### config.mk
export PLATFORM = sky130hd
export DESIGN_NAME = pipe_hazard_ctrl
export DESIGN_NICKNAME = d
export VERILOG_FILES = /design/src/rtl/pipe_ctrl_pkg.sv /design/src/rtl/mem_wait_timer.sv /design/src/rtl/pipe_hazard_ctrl.sv
export SDC_FILE = /design/constraint.sdc
export NUM_CORES = 1
export LEC_CHECK = 0
export BUFFER_PORTS_ARGS = -buffer_cell sky130_fd_sc_hd__buf_4
export CORE_UTILIZATION = 30
export CTS_CLUSTER_DIAMETER = 60
export DETAILED_ROUTE_END_ITERATION = 8
export PLACE_DENSITY = 0.5
export SETUP_SLACK_MARGIN = 0.05
export SYNTH_ARGS = -nofsm -noshare
export SYNTH_HDL_FRONTEND = slang
export SYNTH_SLANG_ARGS = --single-unit
### constraint.sdc
create_clock -name clk_i -period 4.2 [get_ports clk_i]
set_clock_uncertainty 0.2 [all_clocks]
set_input_delay 0.42 -clock clk_i [delete_from_list [all_inputs] [get_ports clk_i]]
set_output_delay 0.42 -clock clk_i [all_outputs]
set_load 0.03 [all_outputs]
### src/rtl/pipe_ctrl_pkg.sv
// Shared types and widths for the pipeline hazard / stall controller.
// Contents: controller state enum, register-specifier width, stall counter width.
// Imported by pipe_hazard_ctrl and mem_wait_timer.
package pipe_ctrl_pkg;

    localparam int REG_ADDR_W  = 5;
    localparam int STALL_CNT_W = 16;

    typedef enum logic [1:0] {
        RUN      = 2'd0,
        MEM_WAIT = 2'd1,
        ERROR    = 2'd2
    } ctrl_state_e;

endpackage

### src/rtl/mem_wait_timer.sv
// Counts consecutive stalled data-memory cycles and flags the timeout point.
// Ports: clk_i/rst_i; mstall_i (stall this cycle, already gated off in ERROR);
//        in_wait_i (controller in MEM_WAIT); timeout_o (this edge enters ERROR).
module mem_wait_timer
    import pipe_ctrl_pkg::*;
#(
    parameter int TIMEOUT_CYCLES = 16
) (
    input  logic clk_i,
    input  logic rst_i,
    input  logic mstall_i,
    input  logic in_wait_i,
    output logic timeout_o
);

    localparam logic [7:0] LAST_WAIT = 8'(TIMEOUT_CYCLES - 1);

    logic [7:0] wait_cnt_q;
    logic [7:0] wait_cnt_d;

    // The first stalled cycle happens in RUN and loads 1 on its closing edge,
    // so wait_cnt_q equals the number of stalled cycles already completed.
    always_comb begin
        wait_cnt_d = '0;
        if (mstall_i) begin
            wait_cnt_d = in_wait_i ? (wait_cnt_q + 8'd1) : 8'd1;
        end
    end

    // The edge closing the TIMEOUT_CYCLES-th consecutive stalled cycle.
    assign timeout_o = mstall_i && (wait_cnt_q == LAST_WAIT);

    always_ff @(posedge clk_i or negedge rst_i) begin
        if (!rst_i) begin
            wait_cnt_q <= '0;
        end else begin
            wait_cnt_q <= wait_cnt_d;
        end
    end

endmodule

### src/rtl/pipe_hazard_ctrl.sv
// Stall/flush controller for the 5-stage pipeline: load-use, taken branch,
// memory wait with timeout. Ports: hazard inputs from ID/EX/MEM, pipeline
// register enables/flush/bubble outputs, sticky error_o and stall_cnt_o.
module pipe_hazard_ctrl
    import pipe_ctrl_pkg::*;
#(
    parameter int TIMEOUT_CYCLES = 16,
    parameter int REG_ADDR_W     = pipe_ctrl_pkg::REG_ADDR_W
) (
    input  logic                   clk_i,
    input  logic                   rst_i,
    input  logic [REG_ADDR_W-1:0]  id_rs_i,
    input  logic [REG_ADDR_W-1:0]  id_rt_i,
    input  logic                   id_uses_rt_i,
    input  logic                   ex_memread_i,
    input  logic [REG_ADDR_W-1:0]  ex_rt_i,
    input  logic                   branch_taken_i,
    input  logic                   mem_req_i,
    input  logic                   mem_ack_i,
    output logic                   pc_we_o,
    output logic                   ifid_we_o,
    output logic                   ifid_flush_o,
    output logic                   idex_we_o,
    output logic                   idex_bubble_o,
    output logic                   exmem_we_o,
    output logic                   memwb_bubble_o,
    output logic                   error_o,
    output logic [STALL_CNT_W-1:0] stall_cnt_o
);

    ctrl_state_e            state_q, state_d;
    logic [STALL_CNT_W-1:0] stall_cnt_q, stall_cnt_d;
    logic                   mstall;
    logic                   luse;
    logic                   timeout;

    assign mstall = mem_req_i && !mem_ack_i && (state_q != ERROR);

    // A load into $zero never creates a real dependency.
    assign luse = ex_memread_i && (ex_rt_i != '0) &&
                  ((ex_rt_i == id_rs_i) || (id_uses_rt_i && (ex_rt_i == id_rt_i)));

    mem_wait_timer #(
        .TIMEOUT_CYCLES (TIMEOUT_CYCLES)
    ) u_timer (
        .clk_i     (clk_i),
        .rst_i     (rst_i),
        .mstall_i  (mstall),
        .in_wait_i (state_q == MEM_WAIT),
        .timeout_o (timeout)
    );

    always_ff @(posedge clk_i or negedge rst_i) begin
        if (!rst_i) begin
            state_q     <= RUN;
            stall_cnt_q <= '0;
        end else begin
            state_q     <= state_d;
            stall_cnt_q <= stall_cnt_d;
        end
    end

    always_comb begin
        state_d = state_q;
        unique case (state_q)
            RUN:      if (timeout) state_d = ERROR;
                      else if (mstall) state_d = MEM_WAIT;
            MEM_WAIT: if (timeout) state_d = ERROR;
                      else if (!mstall) state_d = RUN;
            ERROR:    state_d = ERROR;
            default:  state_d = RUN;
        endcase
    end

    // Outputs are combinational so that reset and stall release act in the
    // same cycle; reset forces a fully flushed, frozen pipeline.
    always_comb begin
        pc_we_o        = 1'b1;
        ifid_we_o      = 1'b1;
        ifid_flush_o   = 1'b0;
        idex_we_o      = 1'b1;
        idex_bubble_o  = 1'b0;
        exmem_we_o     = 1'b1;
        memwb_bubble_o = 1'b0;
        error_o        = 1'b0;
        if (!rst_i) begin
            pc_we_o        = 1'b0;
            ifid_we_o      = 1'b0;
            ifid_flush_o   = 1'b1;
            idex_we_o      = 1'b0;
            idex_bubble_o  = 1'b1;
            exmem_we_o     = 1'b0;
            memwb_bubble_o = 1'b1;
        end else if (state_q == ERROR) begin
            pc_we_o        = 1'b0;
            ifid_we_o      = 1'b0;
            idex_we_o      = 1'b0;
            idex_bubble_o  = 1'b1;
            exmem_we_o     = 1'b0;
            memwb_bubble_o = 1'b1;
            error_o        = 1'b1;
        end else if (mstall) begin
            pc_we_o        = 1'b0;
            ifid_we_o      = 1'b0;
            idex_we_o      = 1'b0;
            exmem_we_o     = 1'b0;
            memwb_bubble_o = 1'b1;
        end else if (luse) begin
            // The branch operand may depend on the load: drop any branch.
            pc_we_o        = 1'b0;
            ifid_we_o      = 1'b0;
            idex_bubble_o  = 1'b1;
        end else if (branch_taken_i) begin
            ifid_flush_o   = 1'b1;
        end
    end

    always_comb begin
        stall_cnt_d = stall_cnt_q;
        if (!pc_we_o && (stall_cnt_q != '1)) begin
            stall_cnt_d = stall_cnt_q + 1'b1;
        end
    end

    assign stall_cnt_o = stall_cnt_q;

endmodule

## Yosys cells after proc, flatten, opt, wreduce, memory -nomap -nowiden

Cells that the tools add are included.

| cells by class | value |
|---|---|
| add/subtract/negate cells | 2 |
| multipliers | 0 |
| divide/modulo/power cells | 0 |
| $lt $le $gt $ge | 0 |
| equality and inequality tests | 9 |
| shift operators | 0 |
| multiplexer cells | 28 |
| bitwise operators | 0 |
| reductions and logical operators | 13 |

Operators with widths:

| kind | number |
|---|---|
| $mux W1 | 21 |
| $add A16 B1 Y16 const B | 1 |
| $mux W8 | 2 |
| $ne A16 B16 Y1 const B | 1 |
| $eq A5 B5 Y1 | 2 |
| $add A8 B1 Y8 const B | 1 |
| $eq A8 B4 Y1 const B | 1 |
| $mux W2 | 4 |
| $logic_and A1 B1 Y1 | 7 |
| $pmux W2 S3 | 1 |
| $reduce_bool A5 Y1 | 1 |
| $ne A3 B2 Y1 const B | 1 |
| $ne A3 B3 Y1 const B | 1 |
| $eq A2 B1 Y1 const B | 1 |
| $eq A2 B2 Y1 const B | 1 |
| $logic_not A1 Y1 | 2 |
| $logic_not A2 Y1 | 1 |
| $ne A2 B2 Y1 const B | 1 |
| $reduce_and A2 Y1 | 1 |
| $logic_or A1 B1 Y1 | 1 |

| storage, ports and cells | value |
|---|---|
| register bits | 26 |
| bits in latches | 0 |
| RAM bits | 0 |
| bits in read-only memories | 0 |
| bits of input ports | 22 |
| logic and storage cells | 55 |
| memories | 0 |

## Logic depth before layout (Yosys ltp)

| depth | value |
|---|---|
| depth in word-level cells | 10 |
| depth in mapped cells | 8 |
| mapped depth without buffers | 7 |

## Cells and area by module

A second synthesis with hierarchy kept.

| unflattened totals | value |
|---|---|
| cell total of the unflattened synthesis | 148 |
| area, all modules | 1481.4 sq um |

By module, submodules not included:

| module | instances | cells an instance | area an instance (sq um) | sequential area each (sq um) |
|---|---|---|---|---|
| pipe_hazard_ctrl | 1 | 112 | 1111.1 | 450.4 |
| mem_wait_timer | 1 | 36 | 370.4 | 200.2 |

## Worst setup path after synthesis

OpenSTA, ideal clock, no wires.

| timing path | value |
|---|---|
| path type | input port to output port |
| start point | in ex_rt_i[1] |
| end point | out ifid_flush_o |
| data arrival time | 1.879 ns |
| data required time | 3.580 ns |
| path slack | 1.701 ns |
| cell stages on the path | 4 |
| cell sequence | or4_1 -> o21ai_2 -> nor2_1 -> o21ai_0 |

| on the way | value |
|---|---|
| cells in the longest elaborated chain, start to end | 8 |
| elaborated cells between the ends (all ways) | 11 |

Ends and longest elaborated chain:

| element | line | RTL |
|---|---|---|
| start, declared | pipe_hazard_ctrl.sv:16 | `input logic [REG_ADDR_W-1:0] ex_rt_i,` |
| $eq A5 B5 Y1 | pipe_hazard_ctrl.sv:41 | `((ex_rt_i == id_rs_i) \|\| (id_uses_rt_i && (ex_rt_i == id_rt_i)));` |
| $logic_and A1 B1 Y1 | pipe_hazard_ctrl.sv:41 |  |
| $logic_or A1 B1 Y1 | pipe_hazard_ctrl.sv:41 |  |
| $logic_and A1 B1 Y1 * | pipe_hazard_ctrl.sv:40 | `assign luse = ex_memread_i && (ex_rt_i != '0) &&` |
| $mux W1 * | pipe_hazard_ctrl.sv:108 | `end else if (luse) begin` |
| $mux W1 * | pipe_hazard_ctrl.sv:102 | `end else if (mstall) begin` |
| $mux W1 * | pipe_hazard_ctrl.sv:94 | `end else if (state_q == ERROR) begin` |
| $mux W1 * | pipe_hazard_ctrl.sv:86 | `if (!rst_i) begin` |
| end, declared | pipe_hazard_ctrl.sv:22 | `output logic ifid_flush_o,` |

Mark *: on every way between the ends. The rest lies on a longest branch, timed or not.

## Worst setup path after layout

| timing path | value |
|---|---|
| start point | in rst_i |
| end point | out ifid_we_o |

| on the way | value |
|---|---|
| cells in the longest elaborated chain, start to end | 1 |

Ends and longest elaborated chain:

| element | line | RTL |
|---|---|---|
| start, declared | pipe_hazard_ctrl.sv:11 | `input logic rst_i,` |
| $mux W1 | pipe_hazard_ctrl.sv:86 |  |
| end, declared | pipe_hazard_ctrl.sv:21 | `output logic ifid_we_o,` |

No other way between the ends.

==> impl_metrics.toml <==
[die]
io_pins = 46
die-area_mm2 = 0.00512
row_count = 24
core-area_mm2 = 0.00450
initial_utilization = 0.322
dieHeight_um = 71.6
dieWidth_um = 71.6

[grt]
antenna_found_initial = 0
grt_pass1_wl_um = 5520
gr-usage-all-layers = 0.137
grt_max_degree = 31
grt_pass1_vias = 1257
gr-total-overflow = 0

[detailed_routing]
wl_um = 3190
dr.pass1.iters = 4
drt_iter0_markers = 33
ant_nets = 0
vias_per_cell = 4.91
vias = 1194
avgRoutedWirePerCell_um = 13.1
drcViolationCount = 0

[cts]
worstSkewPairLatency_ps = 270
hold_buffers = 1
htreeDepth = 1
numCtsBuffers = 3
cts_root_buf = "clkbuf_8"
cts_repair_resize_count = 0
cts_tree = "yes"
cts_sinks = 26
postCtsSetupBuffers = 0
path_clk_slew_ps = 80
clock_path_buffers = 2

[logic_synthesis]
async_reset_ff_frac = 1.00
synthFlopType = "dfrtp_1"
netlist_instances = 145
ys_types = 37
synth_area_leaders = "dfrtp_1 45%, xor2_1 12%, nor2_1 4.1%"
synth_edf_count = 0
avgSynthCellArea_um2 = 10.0
synth.cell_area_mm2 = 0.00145
ys_seq_elements = 26
synth_top_area_cell = "dfrtp_1"
netlist.area_leader.share = 0.448
synth.net_count = 169
synth-warning-count = 0
ys_seq_area_frac = 0.448

[timing]
finalSetupTns_ps = 0
grt_setup_unrepaired = "false"
setup_viol = 0
relSlewSlack = 0.755
min_period_ps = 2820
tightest_slew_ps = 367
timing.final.crit_share = 0.671
maxSlewViolCount = 0
hold_violations = 0
fmax_mhz = 355

[worst_setup_path]
crit_arrival_ps = 2200
r2r_start = "state_q[0]$_DFFE_PN0P_"
worstSetupStartpointType = "input pin"
critical_path.endpoint_type = "output port"
crit_fanout = 30
required_ps = 3580
critPathLaunch = "rst_i"
path_class = "input pin to output port"

[power_and_ir_drop]
total_power_uw = 451
cellLeakagePower_nw = 0.860
power_density_mw_per_mm2 = 239
irDropWorstVdd_mv = 0.104

[run_status]
status = "complete, no violations"

[placement]
dpl_cell_area_mm2 = 0.00183
dp_hpwl_um = 2510
placed_cells = 238
portBuffers = 45
finalWeightedCongestion = 0.772

[run]
drv_cap = 0

[cells_and_area]
antennaDiodeCount = 0
area_growth_pct = 30.1
layout-drive-gt1-share = 0.340
final_area_mm2 = 0.00189
final_nets = 216
layoutNonFillerInstCount = 243

[min_path]
hold_start = "mem_ack_i"
min_path_type = "input pin to flip-flop"
per-stage QoR:
step	hold slack [ps]	util	worst slack (ps)
final	266	0.420	1380
after CTS	253	0.420	1320
after global placement	165	0.405	1740
after detailed placement	168	0.405	1650
after global routing	277	0.420	1230
after floorplan	-75.6	-	1700
logic make-up after synthesis:
kind of cell,count (synthesis),synth area share
buf+inv,7,0.0284
mux,3,0.0233
flops,26,0.448
xor+xnor,26,0.157
fa+ha+maj,2,0.0172
compound gates,12,0.0612
simple gates,69,0.265
area by class of cell:
class,instances,area (um2)
multi-input cells,112,761
well taps,52,65.1
clock buffers,4,55.1
flip-flops and latches,26,651
repair buffers,46,348
fillers,457,2610
inverters,3,11.3
cell usage after synthesis (3+ instances only):
library cell / instances
xnor2_1: 6
nand2_1: 10
mux2_2: 3
xor2_1: 20
and3_1: 4
dfrtp_1: 26
nand3_1: 11
o21ai_0: 3
nor2_1: 16
nor3_1: 9
state kept, by name, summed over array words and instances, names as in the netlist:
signal / flops
u_timer.wait_cnt_q: 8
state_q: 2
stall_cnt_o: 16
critical path, cell delays in order:
cell	delay, ps
dlygate4sd3_1	530
buf_4	340
and3_2	320
o21ai_2	110
inv_2	250
buf_4	220
layout by cell type, fill, tap and decap left out, types with 3 or more instances in the layout:
| cell type | n |
|---|---|
| nor3_1 | 9 |
| xor2_1 | 20 |
| nor2_1 | 16 |
| buf_4 | 45 |
| nand2_1 | 10 |
| and3_1 | 4 |
| nand3_1 | 11 |
| clkbuf_8 | 4 |
| mux2_2 | 3 |
| dfrtp_1 | 26 |
| xnor2_1 | 6 |
| o21ai_0 | 3 |
per-layer routing:
metal,part of all wire,GRT usage,up-vias
li1,-,-,594
met1,0.45,0.167,560
met2,0.49,0.236,38
met3,0.049,0.0253,2
met4,0.011,0.0610,0
met5,0,0,-
where the power goes:
group          internal (mW)  switching, mW
registers              0.250              0
clock network         0.0837         0.0766
logic                 0.0207         0.0198
total                  0.354         0.0964
path summary, 6_finish.rpt:
check | depth (start not counted) | to | slack [ps]
min | 3 | u_timer.wait_cnt_q[0]$_DFF_PN0_ | 270
max | 6 | ifid_we_o | 1380
max reg2reg | 6 | stall_cnt_o[13]$_DFFE_PN0P_ | 1950
min reg2reg | 1 | stall_cnt_o[10]$_DFFE_PN0P_ | 300
min in group asynchronous | 2 | stall_cnt_o[9]$_DFFE_PN0P_ | 410
max in group asynchronous | 2 | u_timer.wait_cnt_q[5]$_DFF_PN0_ | 3120
(Power assumes the default switching activity.)
